<file path="config.mk">
export PLATFORM = sky130hd
export DESIGN_NAME = ram_arbiter
export DESIGN_NICKNAME = d
export VERILOG_FILES = /design/src/rtl/ram_arbiter.sv
export SDC_FILE = /design/constraint.sdc
export NUM_CORES = 1
export LEC_CHECK = 0
export ABC_AREA = 0
export BUFFER_PORTS_ARGS = -buffer_cell sky130_fd_sc_hd__buf_4
export CORE_AREA = 2 2 115 117
export DETAILED_ROUTE_END_ITERATION = 8
export DIE_AREA = 0 0 117 119
export PLACE_DENSITY = 0.66
export SETUP_SLACK_MARGIN = 0.15
export SLEW_MARGIN = 20
export SYNTH_ARGS = -nofsm -noshare
export SYNTH_HDL_FRONTEND = slang
export SYNTH_SLANG_ARGS = --single-unit
</file>
<file path="constraint.sdc">
create_clock -name clk -period 2 [get_ports clk]
set_input_delay 0.2 -clock clk [delete_from_list [all_inputs] [get_ports clk]]
set_output_delay 0.2 -clock clk [all_outputs]
set_load 0.03 [all_outputs]
</file>
<file path="src/rtl/ram_arbiter.sv">
// Two-master arbiter for the single data RAM: CPU (requester 0) and debug/loader (requester 1).
// Owner FSM with bounded-burst fairness; read data is routed back via a tag pipeline.
module ram_arbiter #(
    parameter int unsigned DATA_W    = 32,
    parameter int unsigned ADDR_W    = 32,
    parameter int unsigned RD_LAT    = 1,
    parameter int unsigned BURST_MAX = 4
) (
    input  logic              clk,
    input  logic              reset_n,
    input  logic              req0,
    input  logic              we0,
    input  logic [ADDR_W-1:0] addr0,
    input  logic [DATA_W-1:0] wdata0,
    output logic              gnt0,
    output logic              rvalid0,
    output logic [DATA_W-1:0] rdata0,
    input  logic              req1,
    input  logic              we1,
    input  logic [ADDR_W-1:0] addr1,
    input  logic [DATA_W-1:0] wdata1,
    output logic              gnt1,
    output logic              rvalid1,
    output logic [DATA_W-1:0] rdata1,
    output logic              ram_wr_sig,
    output logic [ADDR_W-1:0] ram_addr,
    output logic [DATA_W-1:0] ram_wr_data,
    input  logic [DATA_W-1:0] ram_rd_data
);

    typedef enum logic [1:0] {StIdle, StOwn0, StOwn1} state_e;

    localparam logic [3:0] BurstMax = 4'(BURST_MAX);

    state_e      state_q, state_d;
    logic [3:0]  cnt_q, cnt_d;
    logic [3:0]  cnt_inc;
    logic        grant0, grant1;
    logic        rd_push;
    logic [RD_LAT-1:0] tag_v_q, tag_id_q;
    logic        tag_out_v, tag_out_id;

    assign cnt_inc = (cnt_q < BurstMax) ? cnt_q + 4'd1 : cnt_q;

    always_comb begin
        state_d = state_q;
        cnt_d   = cnt_q;
        grant0  = 1'b0;
        grant1  = 1'b0;
        unique case (state_q)
            StIdle: begin
                if (req0) begin
                    grant0  = 1'b1;
                    state_d = StOwn0;
                    cnt_d   = 4'd1;
                end else if (req1) begin
                    grant1  = 1'b1;
                    state_d = StOwn1;
                    cnt_d   = 4'd1;
                end
            end
            StOwn0: begin
                // Owner keeps the RAM until its burst is spent while the other waits.
                if (req0 && (!req1 || cnt_q < BurstMax)) begin
                    grant0 = 1'b1;
                    cnt_d  = cnt_inc;
                end else if (req1) begin
                    grant1  = 1'b1;
                    state_d = StOwn1;
                    cnt_d   = 4'd1;
                end else begin
                    state_d = StIdle;
                    cnt_d   = 4'd0;
                end
            end
            StOwn1: begin
                if (req1 && (!req0 || cnt_q < BurstMax)) begin
                    grant1 = 1'b1;
                    cnt_d  = cnt_inc;
                end else if (req0) begin
                    grant0  = 1'b1;
                    state_d = StOwn0;
                    cnt_d   = 4'd1;
                end else begin
                    state_d = StIdle;
                    cnt_d   = 4'd0;
                end
            end
            default: begin
                state_d = StIdle;
                cnt_d   = 4'd0;
            end
        endcase
    end

    always_ff @(posedge clk or negedge reset_n) begin
        if (!reset_n) begin
            state_q <= StIdle;
            cnt_q   <= 4'd0;
        end else begin
            state_q <= state_d;
            cnt_q   <= cnt_d;
        end
    end

    // Grants are suppressed while reset is asserted so the RAM sees no access.
    assign gnt0 = grant0 & reset_n;
    assign gnt1 = grant1 & reset_n;

    always_comb begin
        ram_wr_sig  = 1'b0;
        ram_addr    = '0;
        ram_wr_data = '0;
        if (gnt0) begin
            ram_wr_sig  = we0;
            ram_addr    = addr0;
            ram_wr_data = wdata0;
        end else if (gnt1) begin
            ram_wr_sig  = we1;
            ram_addr    = addr1;
            ram_wr_data = wdata1;
        end
    end

    assign rd_push    = (gnt0 & ~we0) | (gnt1 & ~we1);
    assign tag_out_v  = tag_v_q[RD_LAT-1];
    assign tag_out_id = tag_id_q[RD_LAT-1];

    always_ff @(posedge clk or negedge reset_n) begin
        if (!reset_n) begin
            tag_v_q  <= '0;
            tag_id_q <= '0;
        end else begin
            tag_v_q[0]  <= rd_push;
            tag_id_q[0] <= gnt1;
            for (int unsigned i = 1; i < RD_LAT; i++) begin
                tag_v_q[i]  <= tag_v_q[i-1];
                tag_id_q[i] <= tag_id_q[i-1];
            end
        end
    end

    always_ff @(posedge clk or negedge reset_n) begin
        if (!reset_n) begin
            rvalid0 <= 1'b0;
            rvalid1 <= 1'b0;
            rdata0  <= '0;
            rdata1  <= '0;
        end else begin
            rvalid0 <= tag_out_v & ~tag_out_id;
            rvalid1 <= tag_out_v & tag_out_id;
            if (tag_out_v && !tag_out_id) rdata0 <= ram_rd_data;
            if (tag_out_v && tag_out_id)  rdata1 <= ram_rd_data;
        end
    end

endmodule

</file>
# ---- Word level (Yosys, flattened, before mapping)
# Index checks and enable logic that the tools add are counted.
dict set report word_totals {
  register_bits 74
  out_inout_bits 133
  wordCells 66
  in_bits 166
}
dict set report classes {
  n_reduce_logical 11
  eq_ne 5
  add_sub_neg 1
  bitwise 10
  n_lt_le_gt_ge 1
  mux 30
}
# operator n
set ops {}
lappend ops {{two-way mux 32 bit} 4}
lappend ops {{two-way mux 4 bit} 5}
lappend ops {{two-way mux 1 bit} 12}
lappend ops {{one-hot mux 4 bit (3 select lines)} 1}
lappend ops {{two-way mux 2 bit} 5}
lappend ops {{AND 1 bit} 6}
lappend ops {{one-hot mux 1 bit (3 select lines)} 2}
lappend ops {{one-hot mux 2 bit (3 select lines)} 1}
lappend ops {{adder 4 x 1 -> 4 bit (second input constant)} 1}
lappend ops {{logical AND 1 bit} 4}
lappend ops {{< comparator 4 x 3 -> 1 bit (second input constant)} 1}
lappend ops {{!= test 2 bit (second input constant)} 2}
lappend ops {{zero test 1 bit} 3}
lappend ops {{!= test 3 bit (second input constant)} 1}
lappend ops {{NOT 1 bit} 3}
lappend ops {{AND reduction 3 bit} 1}
lappend ops {{== test 2 x 1 -> 1 bit (second input constant)} 1}
lappend ops {{== test 2 bit (second input constant)} 1}
lappend ops {{zero test 2 bit} 1}
lappend ops {{logical OR 1 bit} 2}
lappend ops {{bitwise OR 1 bit} 1}

# ---- Depth between registers and ports, before layout
# Gate-level depths: netlist of run 1.
dict set report logic_depth {
  depth_word 8
  mapped_depth 8
  ltp_nobuf 4
}

# ---- Least setup slack after synthesis of run 1
# No wires, ideal clock.
dict set report synth_path {
  kind {register to output}
  start {reg state_q[1]}
  end {out ram_addr[0]}
  t_arrival_ns 1.801
  t_required_ns 1.800
  path_stages_with_launch 9
  n_path_buf 4
  setup_slack_ns -0.001
  path_cell_list {dfrtp_1 > clkbuf_2 > nand2_1 > and2_1 > clkbuf_1 > buf_2 > buf_2 > nand3_1 > o22ai_1}
}
dict set report synth_between {
  elab_chain_cells 5
  word_cells_on_any_way 9
  cone_classes {eq/ne: 2; mux: 4; bitwise: 2; reduce/logical: 1}
}
# element line
set synth_rtl {}
lappend synth_rtl {{start, declared} 35} ;# state_e state_q, state_d;
lappend synth_rtl {{start signal, assigned} 98} ;# state_q <= StIdle;
lappend synth_rtl {{start signal, assigned} 101} ;# state_q <= state_d;
lappend synth_rtl {{== test 2 bit (tied with other cells)} 50} ;# unique case (state_q)
lappend synth_rtl {{one-hot mux 1 bit (3 select lines)} 50}
lappend synth_rtl {{AND 1 bit} 108} ;# assign gnt1 = grant1 & reset_n;
lappend synth_rtl {{two-way mux 32 bit} 118} ;# end else if (gnt1) begin
lappend synth_rtl {{two-way mux 32 bit *} 114} ;# if (gnt0) begin
lappend synth_rtl {{end, declared} 26} ;# output logic [ADDR_W-1:0] ram_addr,
# Every way passes the cells marked *; elsewhere a longest branch is shown, timed or not.

# ---- Worst setup path in the final report of run 1
dict set report layout_path {
  start {reg cnt_q[3]}
  end {out ram_wr_data[8]}
}
dict set report layout_between {
  elab_chain_cells 8
  word_cells_on_any_way 15
  cone_classes {order compare: 1; mux: 8; bitwise: 2; reduce/logical: 4}
}
# element line
set layout_rtl {}
lappend layout_rtl {{start, declared} 36} ;# logic [3:0] cnt_q, cnt_d;
lappend layout_rtl {{start signal, assigned} 102} ;# cnt_q <= cnt_d;
lappend layout_rtl {{< comparator 4 x 3 -> 1 bit *} {64, 77}}
lappend layout_rtl {{logical OR 1 bit, on equally long branches} {77, 64}}
lappend layout_rtl {{logical AND 1 bit, on equally long branches} {77, 64}}
lappend layout_rtl {{two-way mux 1 bit, on equally long branches} {77, 64}}
lappend layout_rtl {{one-hot mux 1 bit (3 select lines)} 50}
lappend layout_rtl {{AND 1 bit} 108}
lappend layout_rtl {{two-way mux 32 bit} 118}
lappend layout_rtl {{two-way mux 32 bit *} 114}
lappend layout_rtl {{end, declared} 27} ;# output logic [DATA_W-1:0] ram_wr_data,
# Marks and branches as above.

==> results.py, run 1 <==
metrics = {
    "timing": {
        "setup_violations": 67,
        "finalHoldViolCount": 0,
        "fin_worst_skew_ns": 0.008649,
        "fin_ws_ns": -0.2182,
        "fmax_mhz": 450.8,
        "finalMaxSlewViolations": 0,
        "holdWs_ns": 0.09095,
        "worstMarginPinSlew_ns": 0.9104,
        "relSlewSlack_pct": 39.31,
        "final.min_clock_period_ns": 2.218,
        "post-route-period-util_pct": 110.9,
        "rsz0062_at_grt": "true",
    },
    "floorplanning": {
        "dieArea_mm2": 0.01392,
        "core_mm2": 0.01287,
        "row_count": 42,
        "start_util_pct": 31.30,
        "fp.dieH_um": 119,
        "ios": 299,
        "die_w_um": 117,
    },
    "hold_path": {
        "min-delay-start": "we0",
        "min_path_type": "input port to flop",
    },
    "worst_setup_path": {
        "crit_path_start_kind": "flop",
        "startpoint": "cnt_q[3]",
        "crit_type": "flop to output port",
        "end_kind": "output port",
        "cp.required_ns": 1.80,
        "cp.arrival_ns": 2.02,
        "reg2reg_from": "cnt_q[3]",
        "path_max_fanout": 12,
    },
    "synth": {
        "syn_inst": 424,
        "ys_warn_count": 0,
        "ys.flop_type": "dfrtp_1",
        "avgSynthCellArea_um2": 9.505,
        "synth_top_area_share_pct": 45.95,
        "ys_ff_latch": 74,
        "synth_area_leaders": "dfrtp_1, mux2_2, o22ai_1",
        "syn-num-nets": 591,
        "synth-edff-count": 0,
        "synth.distinct_cells": 33,
        "yosysSeqAreaShare_pct": 45.95,
        "yosys.area.top_type": "dfrtp_1",
        "synth_area_mm2": 0.004030,
        "synthArstFlopShare_pct": 100.0,
    },
    "run_status": {
        "violations": "negative setup slack",
        "outcome": "complete, but fails checks",
    },
    "layout": {
        "fin_cells": 902,
        "syn_to_final_growth_pct": 98.17,
        "fillCellCount": 1049,
        "drive_above_1_share_pct": 67.22,
        "insertedDiodeCount": 0,
        "fin_nets": 888,
    },
    "cts": {
        "worstSkewPairLatency_ns": 0.33,
        "cts_tree": "yes",
        "cts_buffer_depth": 2,
        "cts-root-buf": "clkbuf_16",
        "clkSinkCount": 74,
        "cts_buffers": 9,
        "path_clk_slew_ns": 0.06,
        "ctsHoldBuffers": 0,
        "cts_max_level": 3,
    },
    "routing": {
        "wl_per_cell_um": 18.22,
        "drc_errors": 0,
        "vias": 4604,
        "drtIter0Drc": 342,
        "drtPass1Iterations": 4,
        "ant_nets": 0,
        "vias_per_cell": 5.104,
        "totalWireLength_mm": 16.44,
    },
    "power_and_ir_drop": {
        "leakagePower_nw": 3.587,
        "cellPowerDensity_mw_per_mm2": 1003,
        "irDropWorstVdd_mv": 0.4556,
    },
    "global_route": {
        "grt_overflow": 0,
        "grt.total_usage_pct": 22.30,
        "grt_start_max_net_pins": 75,
        "grt_antenna_before_repair": 0,
        "grt_pass1_wl_mm": 24.37,
        "first_global_vias": 4755,
    },
    "placed_design": {
        "finalWeightedCongestion": 0.8587,
        "hpwl_mm": 11.59,
        "portBuffers": 298,
        "dp.cells": 874,
    },
    "job": {
        "maxCapViolations": 0,
    },
}
==> critical path: stages (launching register included) <==
cell	delay [ns]
dfrtp_1	0.41
buf_6	0.13
o21a_1	0.20
o21ai_2	0.19
o211ai_4	0.11
buf_12	0.16
clkbuf_16	0.19
o22ai_4	0.13
buf_6	0.16
==> flip-flops by register name, summed over array words and instances, names as in the netlist <==
signal / cells
rvalid0: 1
rvalid1: 1
rdata0: 32
rdata1: 32
state_q: 2
tag_out_v: 1
tag_id_q: 1
cnt_q: 4
==> synth_stat cells, types with 2 or more instances <==
master and count:
inv_1 3, o22ai_1 65, or3_1 2, o21a_1 2
nand3_1 65, buf_6 2, buf_1 3, a31oi_1 2
nand2_1 72, nor3_1 2, o21ai_0 2, a21oi_1 2
buf_2 22, dfrtp_1 74, clkbuf_1 18, nor2_1 7
nor2b_1 2, mux2_2 64
==> power by group <==
part | leakage (nW) | internal (mW) | switching, mW
Clock | 0.145 | 0.962 | 0.608
Combinational | 2.56 | 1.84 | 2.33
Sequential | 0.881 | 2.00 | 0.270
Total | 3.59 | 4.80 | 3.20
==> final timing paths <==
check	end	slack, ns	cells past startpoint
worst min-delay path	tag_out_v	0.09	2
worst max-delay path	ram_wr_data[8]	-0.22	8
worst min register to register	rdata0[21]	0.50	1
worst max register to register	tag_out_v	0.25	7
min in group asynchronous	cnt_q[0]	0.13	2
max in group asynchronous	state_q[1]	1.25	2
==> layout make-up <==
| cell class | instances | area (µm²) | share of cell area [%] |
|---|---|---|---|
| inverters | 4 | 15.01 | 0.1880 |
| well taps | 176 | 220.2 | 2.757 |
| flip-flops and latches | 74 | 1853 | 23.20 |
| multi-input cells | 299 | 2560 | 32.05 |
| repair buffers | 333 | 3043 | 38.10 |
| clock buffers | 9 | 225.2 | 2.820 |
| clock inverters | 7 | 70.07 | 0.8773 |
==> cells by family after synthesis <==
kind of cell | after synthesis | share of synthesized area (%)
simple gates | 155 | 17.17
flops | 74 | 45.95
fa+ha+maj | 2 | 0.5588
compound gates | 78 | 12.51
mux | 64 | 17.88
buf+inv | 51 | 5.930
==> what timing repair did <==
item	4_1_cts	5_1_grt
endpoints found under the setup margin	67	67
pin swaps	3	1
gates resized for setup	85	19
setup buffers	7	0
gates cloned	3	2
==> per-layer routing <==
metal  global-route usage, %  routed length [µm]  up-vias
met1                   26.74                6325     2216
met3                   6.718                1366       32
met5                       0                   0        -
li1                        -                   -     2132
met2                   38.26                8352      224
met4                   6.397                 391        0
==> cell usage in the layout, fill, tap and decap left out, drive strengths merged <==
cell	instances
dfrtp	74
a211oi	1
o21a	2
o311ai	1
bufinv	1
mux2	64
nor4b	1
or2	1
o211ai	1
bufbuf	1
clkbuf	11
a31oi	2
and2	1
o21ai	3
nor3	2
nor4	1
nand2	72
buf	330
maj3	1
nor2	7
nor3b	1
nand3	65
ha	1
o22ai	65
inv	4
clkinv	5
o32ai	1
nor2b	2
a21oi	2
clkinvlp	1
or3	2
==> metrics by stage <==
stage	setup TNS, ns	utilization, %	total power, mW	setup WS, ns	cell area, µm²
detailed placement	0	54.34	6.115	0.09081	6997
global placement	0	54.34	6.028	0.1253	6997
CTS	-10.48	60.61	7.952	-0.1747	7804
finish	-12.73	62.03	8.008	-0.2182	7986
global route	-19.39	62.03	8.375	-0.3071	7986
floorplan	0	-	4.495	0.1076	4446
(Power assumes the default switching activity.)
==> run 2, diff against run 1 <==
--- a/config.mk
+++ b/config.mk
@@ -10,7 +10,7 @@
 export CORE_AREA = 2 2 115 117
 export DETAILED_ROUTE_END_ITERATION = 8
 export DIE_AREA = 0 0 117 119
-export PLACE_DENSITY = 0.66
+export PLACE_DENSITY = 0.74
 export SETUP_SLACK_MARGIN = 0.15
 export SLEW_MARGIN = 20
 export SYNTH_ARGS = -nofsm -noshare
==> run 2 against run 1 <==
  * The flow still finishes with violations (negative setup slack)
  * Via count is essentially flat
  * Critical path type unchanged
  * Global-route usage fell by 0.92 points
  * Combinational power down 4.8%
  * Critical endpoint is now ram_addr[24]
  * Clock skew down 0.0043 ns
  * Register-to-register slack better by 0.07 ns
  * Die area unchanged
  * Clock power decreased by 4%
  * Non-clock buffer count down 1
==> results.py, run 2 (synthesis results as in run 1) <==
metrics = {
    "run_status": {
        "outcome": "complete, but fails checks",
        "violations": "negative setup slack",
    },
    "worst_setup_path": {
        "path_cells": "or2_4 -> o311ai_4 -> buf_12 -> buf_12 -> o22ai_2 -> buf_4",
        "slowest_delay_ns": 0.43,
        "startpoint": "cnt_q[3]",
        "cp.required_ns": 1.80,
        "r2r_setup_slack_ns": 0.32,
        "end_kind": "output port",
        "worst_path_most_repeated_cell": "buf_12",
        "reg2reg_from": "cnt_q[3]",
        "reg2regPathDepth": 6,
        "crit_slowest_cell": "dfrtp_2",
        "cp.arrival_ns": 1.97,
        "path_max_fanout": 21,
        "crit_path_start_kind": "flop",
        "endpoint": "ram_addr[24]",
        "crit_type": "flop to output port",
        "rr_endpoint": "tag_out_v",
    },
    "global_route": {
        "grt.total_usage_pct": 21.38,
        "grt_pass1_wl_mm": 23.36,
        "first_global_vias": 4709,
        "grt_overflow": 0,
        "grt_start_max_net_pins": 75,
        "grt_antenna_before_repair": 0,
    },
    "power_and_ir_drop": {
        "irDropWorstVdd_mv": 0.5099,
        "leakagePower_nw": 3.536,
        "cellPowerDensity_mw_per_mm2": 1017,
    },
    "cts": {
        "worstSkewPairLatency_ns": 0.33,
        "path_clk_slew_ns": 0.05,
        "ctsHoldBuffers": 0,
        "cts_max_level": 3,
        "cts-root-buf": "clkbuf_16",
        "cts_buffer_depth": 2,
        "cts_tree": "yes",
        "cts_buffers": 9,
        "clkSinkCount": 74,
    },
    "hold_path": {
        "min_path_type": "input port to flop",
    },
    "timing": {
        "fin_ws_ns": -0.1728,
        "relSlewSlack_pct": 38.44,
        "setup_violations": 67,
        "holdWs_ns": 0.1089,
        "final.min_clock_period_ns": 2.173,
        "fmax_mhz": 460.2,
        "finalMaxSlewViolations": 0,
        "finalHoldViolCount": 0,
        "fin_worst_skew_ns": 0.004344,
        "post-route-period-util_pct": 108.6,
        "worstMarginPinSlew_ns": 0.9235,
        "rsz0062_at_grt": "true",
    },
    "routing": {
        "totalWireLength_mm": 15.84,
        "drtIter0Drc": 328,
        "wl_per_cell_um": 17.58,
        "top_layer": "met4",
        "ant_nets": 0,
        "vias": 4602,
        "met3_length_mm": 1.129,
        "drc_errors": 0,
        "drtPass1Iterations": 4,
        "dr_wl_met2_mm": 8.144,
        "drt-met1-wl_mm": 6.299,
        "vias_per_cell": 5.108,
    },
    "layout": {
        "final_cell_mix": "buf_4, nand2_1, dfrtp_1",
        "largestRegisters": "rdata0 x32, rdata1 x32, cnt_q x4",
        "fin_nets": 887,
        "syn_to_final_growth_pct": 89.16,
        "drive_above_1_share_pct": 67.31,
        "final_common_cell": "buf_4",
        "insertedDiodeCount": 0,
        "fin_util_pct": 59.21,
    },
    "floorplanning": {
        "dieArea_mm2": 0.01392,
        "start_util_pct": 31.30,
        "die_w_um": 117,
        "fp.dieH_um": 119,
        "core_mm2": 0.01287,
        "ios": 299,
        "row_count": 42,
    },
    "placed_design": {
        "portBuffers": 298,
        "finalWeightedCongestion": 0.9538,
        "hpwl_mm": 11.61,
    },
    "job": {
        "maxCapViolations": 0,
    },
}
## run 2: cell types whose count changed in the layout (fill, tap and decap cells not counted), moves of 2 or more
cell	delta
o22ai_4	-21
o22ai_2	+21
clkinv_4	-2
buf_4	+40
buf_6	-39
clkbuf_8	+3
buf_16	-3
## run 2: report_power, final
part	internal (mW)	leakage (nW)	switching, mW	total [mW]
clock network	0.935	0.141	0.578	1.51
registers	2.00	0.879	0.271	2.27
logic	1.74	2.52	2.23	3.97
total	4.68	3.54	3.08	7.76
## run 2: metrics by stage
stage	power, mW	cells	TNS [ns]	instance area, µm²	setup slack (ns)
2_1_floorplan	4.495	424	0	4446	0.1076
3_3_place_gp	6.020	874	0	6997	0.1360
3_5_place_dp	6.128	874	0	6997	0.1005
4_1_cts	7.776	895	-8.938	7518	-0.1828
5_1_grt	8.128	901	-13.25	7624	-0.2463
6_report	7.756	901	-8.144	7624	-0.1728
## run 2: what timing repair did
item | in CTS | in global routing
setup endpoints to repair | 67 | 67
buffers inserted | 3 | 2
endpoints found under the hold margin | 0 | 0
resized for setup | 37 | 3
gates cloned | 2 | 4
## run 2: worst max-delay path: cells and delay by family (launching register included)
family	cells	cell delay, ns
AO/OA/AOI/OAI	2	0.36
buffers and inverters	3	0.55
flip-flops	1	0.43
AND/OR/NAND/NOR	1	0.30
## run 2: worst min-delay path by stage
stage,startpoint,endpoint,cells past startpoint
after CTS,we0,tag_out_v,2
after floorplan,reset_n,cnt_q[0],0
after global routing,we0,tag_out_v,2
after detailed placement,we0,tag_out_v,2
after global placement,we0,tag_out_v,2
final,we0,tag_out_v,2
## run 2: final cells by class
class	count	area, µm²
Multi-Input combinational cell	299	2396
Timing Repair Buffer	332	2846
Sequential cell	74	1854
Clock inverter	4	25.02
Inverter	4	15.01
Fill cell	1046	5251
Tap cell	176	220.2
Clock buffer	12	266.5
## run 2: layer usage
| metal | up-vias | GRT usage, % |
|---|---|---|
| met3 | 24 | 4.733 |
| met1 | 2229 | 26.49 |
| met4 | 0 | 6.103 |
| met2 | 223 | 36.96 |
| li1 | 2126 | - |
| met5 | - | 0 |
